--- src/rtl/uart_frame_assembler_if.sv ---
// Byte-stream in / frame-word out bundle for the UART frame assembler.
// master drives received bytes; slave assembles and returns frames.
interface uart_frame_assembler_if #(
  parameter int NUM_BYTES = 2
);
  logic [7:0]             rx_data;
  logic                   rx_done;
  logic                   rx_parity_error;
  logic [8*NUM_BYTES-1:0] frame_data;
  logic                   frame_valid;

  modport master (
    output rx_data,
    output rx_done,
    output rx_parity_error,
    input  frame_data,
    input  frame_valid
  );

  modport slave (
    input  rx_data,
    input  rx_done,
    input  rx_parity_error,
    output frame_data,
    output frame_valid
  );
endinterface

--- src/rtl/uart_frame_assembler.sv ---
// Packs uart_rx bytes into NUM_BYTES-wide command words, first byte in the MSBs.
// Drops partial frames on parity error, inter-byte timeout or enable low.
module uart_frame_assembler #(
  parameter int NUM_BYTES      = 2,
  parameter int TIMEOUT_CYCLES = 24000,
  parameter int QUIET_CYCLES   = 48000,
  parameter int CNT_W          = 16
) (
  input  logic                             clk,
  input  logic                             reset,
  input  logic                             enable,
  uart_frame_assembler_if.slave            bus,
  output logic                             busy,
  output logic [$clog2(NUM_BYTES+1)-1:0]   byte_idx,
  output logic                             parity_err_pulse,
  output logic                             timeout_pulse,
  output logic [7:0]                       err_count
);
  localparam int W  = 8 * NUM_BYTES;
  localparam int IW = $clog2(NUM_BYTES + 1);

  typedef enum logic [1:0] {
    IDLE    = 2'd0,
    COLLECT = 2'd1,
    RESYNC  = 2'd2
  } state_t;

  state_t           state_q, state_d;
  logic [IW-1:0]    idx_q, idx_d;
  logic [CNT_W-1:0] cnt_q, cnt_d;
  logic [W-1:0]     buf_q, buf_d;
  logic [W-1:0]     frame_q, frame_d;
  logic             fv_q, fv_d;
  logic             pe_q, pe_d;
  logic             to_q, to_d;
  logic [7:0]       err_q;

  logic         good;
  logic         bad;
  logic         last;
  logic         tmo;
  logic         quiet;
  logic [W-1:0] byte_w;
  logic [W-1:0] shifted;

  assign good    = bus.rx_done & ~bus.rx_parity_error;
  assign bad     = bus.rx_done & bus.rx_parity_error;
  assign last    = idx_q == IW'(NUM_BYTES - 1);
  assign tmo     = cnt_q == CNT_W'(TIMEOUT_CYCLES - 1);
  assign quiet   = cnt_q == CNT_W'(QUIET_CYCLES - 1);
  assign byte_w  = W'(bus.rx_data);
  assign shifted = (buf_q << 8) | byte_w;

  always_ff @(posedge clk) begin
    if (reset) state_q <= IDLE;
    else       state_q <= state_d;
  end

  // Timeout outranks a byte landing on the same cycle.
  always_comb begin
    state_d = state_q;
    if (!enable) begin
      state_d = IDLE;
    end else begin
      unique case (state_q)
        IDLE: begin
          if (bad)                        state_d = RESYNC;
          else if (good && NUM_BYTES > 1) state_d = COLLECT;
        end
        COLLECT: begin
          if (tmo)               state_d = IDLE;
          else if (bad)          state_d = RESYNC;
          else if (good && last) state_d = IDLE;
        end
        RESYNC: begin
          if (!bus.rx_done && quiet) state_d = IDLE;
        end
        default: state_d = IDLE;
      endcase
    end
  end

  always_comb begin
    idx_d   = '0;
    cnt_d   = '0;
    buf_d   = buf_q;
    frame_d = frame_q;
    fv_d    = 1'b0;
    pe_d    = 1'b0;
    to_d    = 1'b0;
    if (enable) begin
      unique case (state_q)
        IDLE: begin
          if (bad) begin
            pe_d = 1'b1;
          end else if (good) begin
            if (NUM_BYTES == 1) begin
              frame_d = byte_w;
              fv_d    = 1'b1;
            end else begin
              buf_d = byte_w;
              idx_d = IW'(1);
            end
          end
        end
        COLLECT: begin
          if (tmo) begin
            to_d = 1'b1;
          end else if (bad) begin
            pe_d = 1'b1;
          end else if (good) begin
            if (last) begin
              frame_d = shifted;
              fv_d    = 1'b1;
            end else begin
              buf_d = shifted;
              idx_d = idx_q + IW'(1);
            end
          end else begin
            idx_d = idx_q;
            cnt_d = cnt_q + 1'b1;
          end
        end
        RESYNC: begin
          if (!bus.rx_done && !quiet) cnt_d = cnt_q + 1'b1;
        end
        default: ;
      endcase
    end
  end

  always_ff @(posedge clk) begin
    if (reset) begin
      idx_q   <= '0;
      cnt_q   <= '0;
      buf_q   <= '0;
      frame_q <= '0;
      fv_q    <= 1'b0;
      pe_q    <= 1'b0;
      to_q    <= 1'b0;
      err_q   <= '0;
    end else begin
      idx_q   <= idx_d;
      cnt_q   <= cnt_d;
      buf_q   <= buf_d;
      frame_q <= frame_d;
      fv_q    <= fv_d;
      pe_q    <= pe_d;
      to_q    <= to_d;
      if ((pe_d || to_d) && err_q != 8'hFF) err_q <= err_q + 8'd1;
    end
  end

  assign bus.frame_data  = frame_q;
  assign bus.frame_valid = fv_q;
  assign busy             = state_q != IDLE;
  assign byte_idx         = idx_q;
  assign parity_err_pulse = pe_q;
  assign timeout_pulse    = to_q;
  assign err_count        = err_q;
endmodule

--- src/flat_wrapper.sv ---
// flat-port wrapper written by rule: the top's interface ports become plain ports
module uart_frame_assembler_flat 
#(
  parameter int NUM_BYTES      = 2,
  parameter int TIMEOUT_CYCLES = 24000,
  parameter int QUIET_CYCLES   = 48000,
  parameter int CNT_W          = 16
)
  (clk, reset, enable, busy, byte_idx, parity_err_pulse, timeout_pulse, err_count, bus_rx_data, bus_rx_done, bus_rx_parity_error, bus_frame_data, bus_frame_valid);
  uart_frame_assembler_if #(.NUM_BYTES(NUM_BYTES)) bus_i ();
  input  logic clk;
  input  logic reset;
  input  logic enable;
  output logic busy;
  output logic [$clog2(NUM_BYTES+1)-1:0] byte_idx;
  output logic parity_err_pulse;
  output logic timeout_pulse;
  output logic [7:0] err_count;
  input wire logic [$bits(bus_i.rx_data)-1:0] bus_rx_data;
  input wire logic [$bits(bus_i.rx_done)-1:0] bus_rx_done;
  input wire logic [$bits(bus_i.rx_parity_error)-1:0] bus_rx_parity_error;
  output wire logic [$bits(bus_i.frame_data)-1:0] bus_frame_data;
  output wire logic [$bits(bus_i.frame_valid)-1:0] bus_frame_valid;
  assign bus_i.rx_data = bus_rx_data;
  assign bus_i.rx_done = bus_rx_done;
  assign bus_i.rx_parity_error = bus_rx_parity_error;
  assign bus_frame_data = bus_i.frame_data;
  assign bus_frame_valid = bus_i.frame_valid;
  uart_frame_assembler #(.NUM_BYTES(NUM_BYTES), .TIMEOUT_CYCLES(TIMEOUT_CYCLES), .QUIET_CYCLES(QUIET_CYCLES), .CNT_W(CNT_W)) u_core (.clk(clk), .reset(reset), .enable(enable), .bus(bus_i), .busy(busy), .byte_idx(byte_idx), .parity_err_pulse(parity_err_pulse), .timeout_pulse(timeout_pulse), .err_count(err_count));
endmodule
--- config.mk ---
export PLATFORM = sky130hd
export DESIGN_NAME = uart_frame_assembler_flat
export DESIGN_NICKNAME = d
export VERILOG_FILES = /design/src/rtl/uart_frame_assembler_if.sv /design/src/rtl/uart_frame_assembler.sv /design/src/flat_wrapper.sv
export SDC_FILE = /design/constraint.sdc
export NUM_CORES = 1
export LEC_CHECK = 0
export ABC_AREA = 1
export CORE_AREA = 4 4 76 78
export CTS_BUF_LIST = sky130_fd_sc_hd__clkbuf_2
export DETAILED_ROUTE_END_ITERATION = 6
export DIE_AREA = 0 0 80 82
export GPL_TIMING_DRIVEN = 0
export PLACE_DENSITY_LB_ADDON = 0.12
export SLEW_MARGIN = 10
export SYNTH_ARGS = -nofsm -noshare
export SYNTH_HDL_FRONTEND = slang
export SYNTH_SLANG_ARGS = --single-unit
--- constraint.sdc ---
create_clock -name clk -period 2.3 [get_ports clk]
set_input_delay 0.46 -clock clk [delete_from_list [all_inputs] [get_ports clk]]
set_output_delay 0.46 -clock clk [all_outputs]
set_load 0.02 [all_outputs]
; ---- After elaboration in Yosys (flattened, before gate mapping)
; Index checks and enable logic that the tools add are counted.
; Widths: inputs -> output; s select.
[totals]
inputBits = 13
ff_bits = 55
wordCells = 86
[op_classes]
eq_ne = 16
add_sub_neg = 3
n_bitwise = 9
mux = 34
reduce_logical = 15
[op_table]
columns = cell, n
row1 = $mux 16, 4
row2 = $mux 8, 6
row3 = $pmux 16 s2, 1
row4 = $mux 2, 11
row5 = $add 16x1->16 const B, 1
row6 = $eq 16x15->1 const B, 1
row7 = $eq 16x16->1 const B, 1
row8 = $or 16x8->16, 1
row9 = $pmux 8 s2, 1
row10 = $add 8x1->8 const B, 1
row11 = $mux 1, 8
row12 = $ne 2x2->1 const B, 4
row13 = $ne 4x1->1 const B, 2
row14 = $ne 8x8->1 const B, 1
row15 = $reduce_and 8->1, 1
row16 = $ne 2x1->1 const B, 3
row17 = $not 1->1, 6
row18 = $pmux 2 s3, 1
row19 = $reduce_and 6->1, 1
row20 = $reduce_or 6->1, 1
row21 = $eq 2x1->1 const B, 2
row22 = $logic_and 1x1->1, 4
row23 = $pmux 2 s2, 1
row24 = $reduce_bool 2->1, 2
row25 = 10 further kinds, 12

; ---- Depth between registers and ports, before layout
[depth]
word_depth = 7
mapped_depth = 13
depth_no_buf = 12

; ---- Least setup slack after synthesis
; OpenSTA, ideal clock, no wires.
[synth_path]
kind = reg-to-reg
start = register u_core.cnt_q[0]
end = register u_core.cnt_q[12]
setup_ps = 117
setup_slack_ps = 737
arrival_time_ps = 1446
path_stages_with_launch = 12
path_cell_list = dfxtp_1 -> ha_1 -> nand3_4 -> nor2_2 -> inv_2 -> nor2_2 -> nand4_1 -> nand3_1 -> nand2_1 -> nand2_2 -> buf_6 -> nor2_1
[synth_via]
elab_chain_len = 5
elab_cells_between_ends = 10
[synth_lines]
columns = item, line_no
row1 = from (decl), uart_frame_assembler.sv:30  ; logic [CNT_W-1:0] cnt_q, cnt_d;
row2 = from (signal assigned), uart_frame_assembler.sv:144  ; cnt_q <= cnt_d;
row3 = $add 16x1->16 / $eq 16x16->1 (equally long branches), "uart_frame_assembler.sv:121, uart_frame_assembler.sv:125, uart_frame_assembler.sv:50"
row4 = $mux 16 / $logic_not 1->1 (equally long branches), "uart_frame_assembler.sv:111, uart_frame_assembler.sv:125"
row5 = $mux 16 / $logic_and 1x1->1 (equally long branches), "uart_frame_assembler.sv:109, uart_frame_assembler.sv:125"
row6 = "$mux 16, on equally long branches", "uart_frame_assembler.sv:107, uart_frame_assembler.sv:125"
row7 = $pmux 16 s2 *, uart_frame_assembler.sv:92  ; unique case (state_q)
; Mark *: on every way between the ends. The rest lies on a longest branch, timed or not.
; A chain may end at the register's enable or synchronous reset.

; ---- Worst setup path after layout
[layout_path]
start = register u_core.err_q[2] (netlist: u_core.err_count[2])
end = output err_count[2]
[layout_rtl]
columns = item, line_no
row1 = from (decl), uart_frame_assembler.sv:36  ; logic [7:0] err_q;
row2 = from (signal assigned), uart_frame_assembler.sv:150  ; if ((pe_d || to_d) && err_q != 8'hFF) err_q <= err_q + 8'd1;
row3 = to (decl), flat_wrapper.sv:18  ; output logic [7:0] err_count;
; No word-level cell between the ends.

==> run metrics <==
Clk network pwr share=31.5%; RePlAce Congestion=0.824; multi-input combinational cell area=~1400 um2; CTS tree=built; share of cells above drive strength 1=20.1%; crit end category=primary output; die area=6560 um2; Tmin final=roughly 2.1 ns; row cnt=26; Worst R2R Path Depth=11; CP Max Fanout=6; R2R Setup Slk=approximately 0.47 ns; Crit path max-delay family=buffers and inverters; Routed Antenna Nets=0; category of the most critical setup path=reg2out; maximum buffer depth of the clock tree=2; Post-Syn Instances=341; worst-path cell chain=clkdlybuf4s50_1; RR Startpoint=u_core.cnt_q[0]; Pre-Repair DR Iteration Count=4; via count=2346; area leader, netlist=dfxtp_1; area of the core=slightly above 5000 um2; Num CTS Buffers=5; n_diodes=0; Startpoint Class=register; top_reg_cell synth=dfxtp_1; RSZ-0062 raised after global routing=false; Hold Path Sink=u_core.bus.frame_data[2]; postcts setup bufs=0; Tightest Hold Check Type=in2reg; sw frac=24.9%; Comb power frac=7.8%; outcome=complete, no violations; Netlist Area Pre-Place=2750 um2; initial antenna violation count=0; Slew Viols, Final=0; Syn Nets=roughly 360; clk_lat worst skew=between 0.4 and 0.5 ns; final wirelength=5720 um; grt ovf=0; # fillers=approximately 500; worst-case vdd ir drop=0.260 mV; largest net degree at the start of global routing=19; # setup viols final=0; global-route wire length before repair=9890 um; Post-synth EDFFs=0; clock sinks=55; highest-delay cell along the critical path=clkdlybuf4s50_1; setup TNS=0 ns; Synth-to-Final Area Change=20.5%; commonest cells in the synthesized netlist=dfxtp_1 (55), nand2_1 (46), nand3_1 (45); hold path cells=2; Seq. cell area=1100 um2; leakage=1.15 nW; vias per inst=a little over 5; Reg clk slew, reported paths=0.29 ns; number of global-route vias before repair=2191; Largest stage delay, worst path=0.66 ns; Post-synth ARST share=0%; post-synthesis sequential area ratio=between 30% and 40%; Pwr Density=484 nW/um2; Synth Warn #=0; CTS H-tree depth=2; most numerous cell in the Yosys netlist=dfxtp_1; boundary pin count=43; Final Hold Fails=0; GRT Util Overall=about a fifth; period utilisation layout=91.5%; hpwl dp=4310 um; NetSw=between 0.4 and 0.5 mW; dominant cells by area after synthesis=dfxtp_1 (40%), nand3_1 (8.2%), nand2_1 (6.3%), nand2_2 (5.9%), a21oi_2 (5.4%); Max-slew headroom=54.3%; Starting Density=54.3%; nets@finish=406; Port Buffers=41; post-route cell area=~3300 um2; Placed Instance Area=3250 um2; Finished Layout Cells=459; sequential share of power=60.7%; Die Ht=just over 80 um; placed cell count=452; drc violations=0; reg2reg end=u_core.cnt_q[15]; Max Clk Rate=0.475 GHz; Max Cap Viol=0; die width=80 um; Cell variety after synth=30; flops & latches, synth=55; Root Buffer=clkbuf_2; Syn Area/Cell=between 8 and 9 um2; post-synth top area share=40.0%; hold_sp=reset; worst-margin pin slew=0.686 ns; Starting DRT DRC Count=99; WP data required=around 1.8 ns; per-cell routed wire length=12.5 um; clk_skew=0.0243 ns; Critical Path AT=around 1.6 ns; Crit path buffers/inverters=1; Cell Int Power=between 1 and 1.5 mW
-- layer usage --
layer | part of all wire, % | GRT usage [%] | vias up
met5 | 0 | 0 | -
met4 | 0.94 | 5.57 | 0
met3 | 4.8 | 3.84 | 6
met2 | 45 | 29.6 | 62
met1 | 49 | 26.0 | 1071
li1 | - | - | 1207
-- cells in the final DEF (no fill, tap or decap), drive strengths merged --
| master | instances |
|---|---|
| dfxtp | 55 |
| nor2 | 44 |
| o2111ai | 1 |
| nor4 | 1 |
| dlymetal6s2s | 1 |
| clkbuf | 8 |
| buf | 7 |
| clkinvlp | 1 |
| nand2 | 77 |
| a21oi | 35 |
| clkdlybuf4s50 | 40 |
| xor2 | 12 |
| ha | 5 |
| nand3 | 46 |
| clkinv | 1 |
| bufinv | 1 |
| nor3 | 6 |
| inv | 29 |
| nand4 | 8 |
| xnor2 | 5 |
| o21ai | 5 |
| dlygate4sd2 | 1 |
-- stage by stage --
| stage | power (mW) | setup slack, ns | hold slack [ns] | utilization [%] |
|---|---|---|---|---|
| 2_1_floorplan | 1.07 | 0.737 | 0.417 | - |
| 3_3_place_gp | 1.12 | 0.0958 | 0.428 | 64.1 |
| 3_5_place_dp | 1.12 | 0.0641 | 0.438 | 64.1 |
| 4_1_cts | 1.62 | 0.114 | 0.124 | 65.5 |
| 5_1_grt | 1.68 | 0.0738 | 0.0994 | 65.4 |
| 6_report | 1.61 | 0.195 | 0.147 | 65.4 |
-- registers in the layout, summed over array words and instances (netlist names) --
signal                   flops
u_core.buf_q                 8
u_core.bus.frame_data       16
u_core.bus.frame_valid       1
u_core.byte_idx              2
u_core.cnt_q                16
u_core.err_count             8
u_core.parity_err_pulse      1
u_core.state_q               2
u_core.timeout_pulse         1
-- cell families (layout without fill, tap and decap cells) --
logic type	Yosys count	count (layout)	share of synthesized area [%]
AO/OA/AOI/OAI	41	41	9.90
XOR/XNOR	17	17	5.41
adder cells (fa/ha/maj)	5	5	2.27
buffers and inverters	41	89	7.68
flip-flops	55	55	40.0
AND/OR/NAND/NOR	182	182	34.8
-- area by class of cell --
cell class	instances	share of cell area [%]
repair buffers	41	12.3
inverters	29	3.28
multi-input cells	245	43.4
plain buffers	11	2.98
well taps	70	2.64
flip-flops and latches	55	33.2
clock inverters	3	1.40
clock buffers	5	0.754
-- worst max path at each step --
stage,from,end,slack [ns],depth (start not counted)
final,u_core.err_count[2],err_count[2],0.20,1
after global routing,u_core.state_q[0],busy,0.07,4
after CTS,u_core.state_q[1],busy,0.11,5
after detailed placement,bus_rx_done,u_core.buf_q[6],0.06,8
after global placement,bus_rx_done,u_core.buf_q[0],0.1,8
after floorplan,u_core.cnt_q[0],u_core.cnt_q[12],0.74,11
-- power groups by stage --
stage	registers (mW)	clock network, mW	logic, mW
floorplan	0.994	0	0.0742
detailed placement	0.992	0	0.127
global route	0.979	0.556	0.141
CTS	0.976	0.517	0.126
finish	0.976	0.506	0.126
global placement	0.992	0	0.126
-- repair_timing --
item                                    CTS  global route
resized for setup                         1             0
endpoints found under the setup margin    1             1
hold buffers                              0             0
No activity file was read; power rests on OpenSTA's default activity.
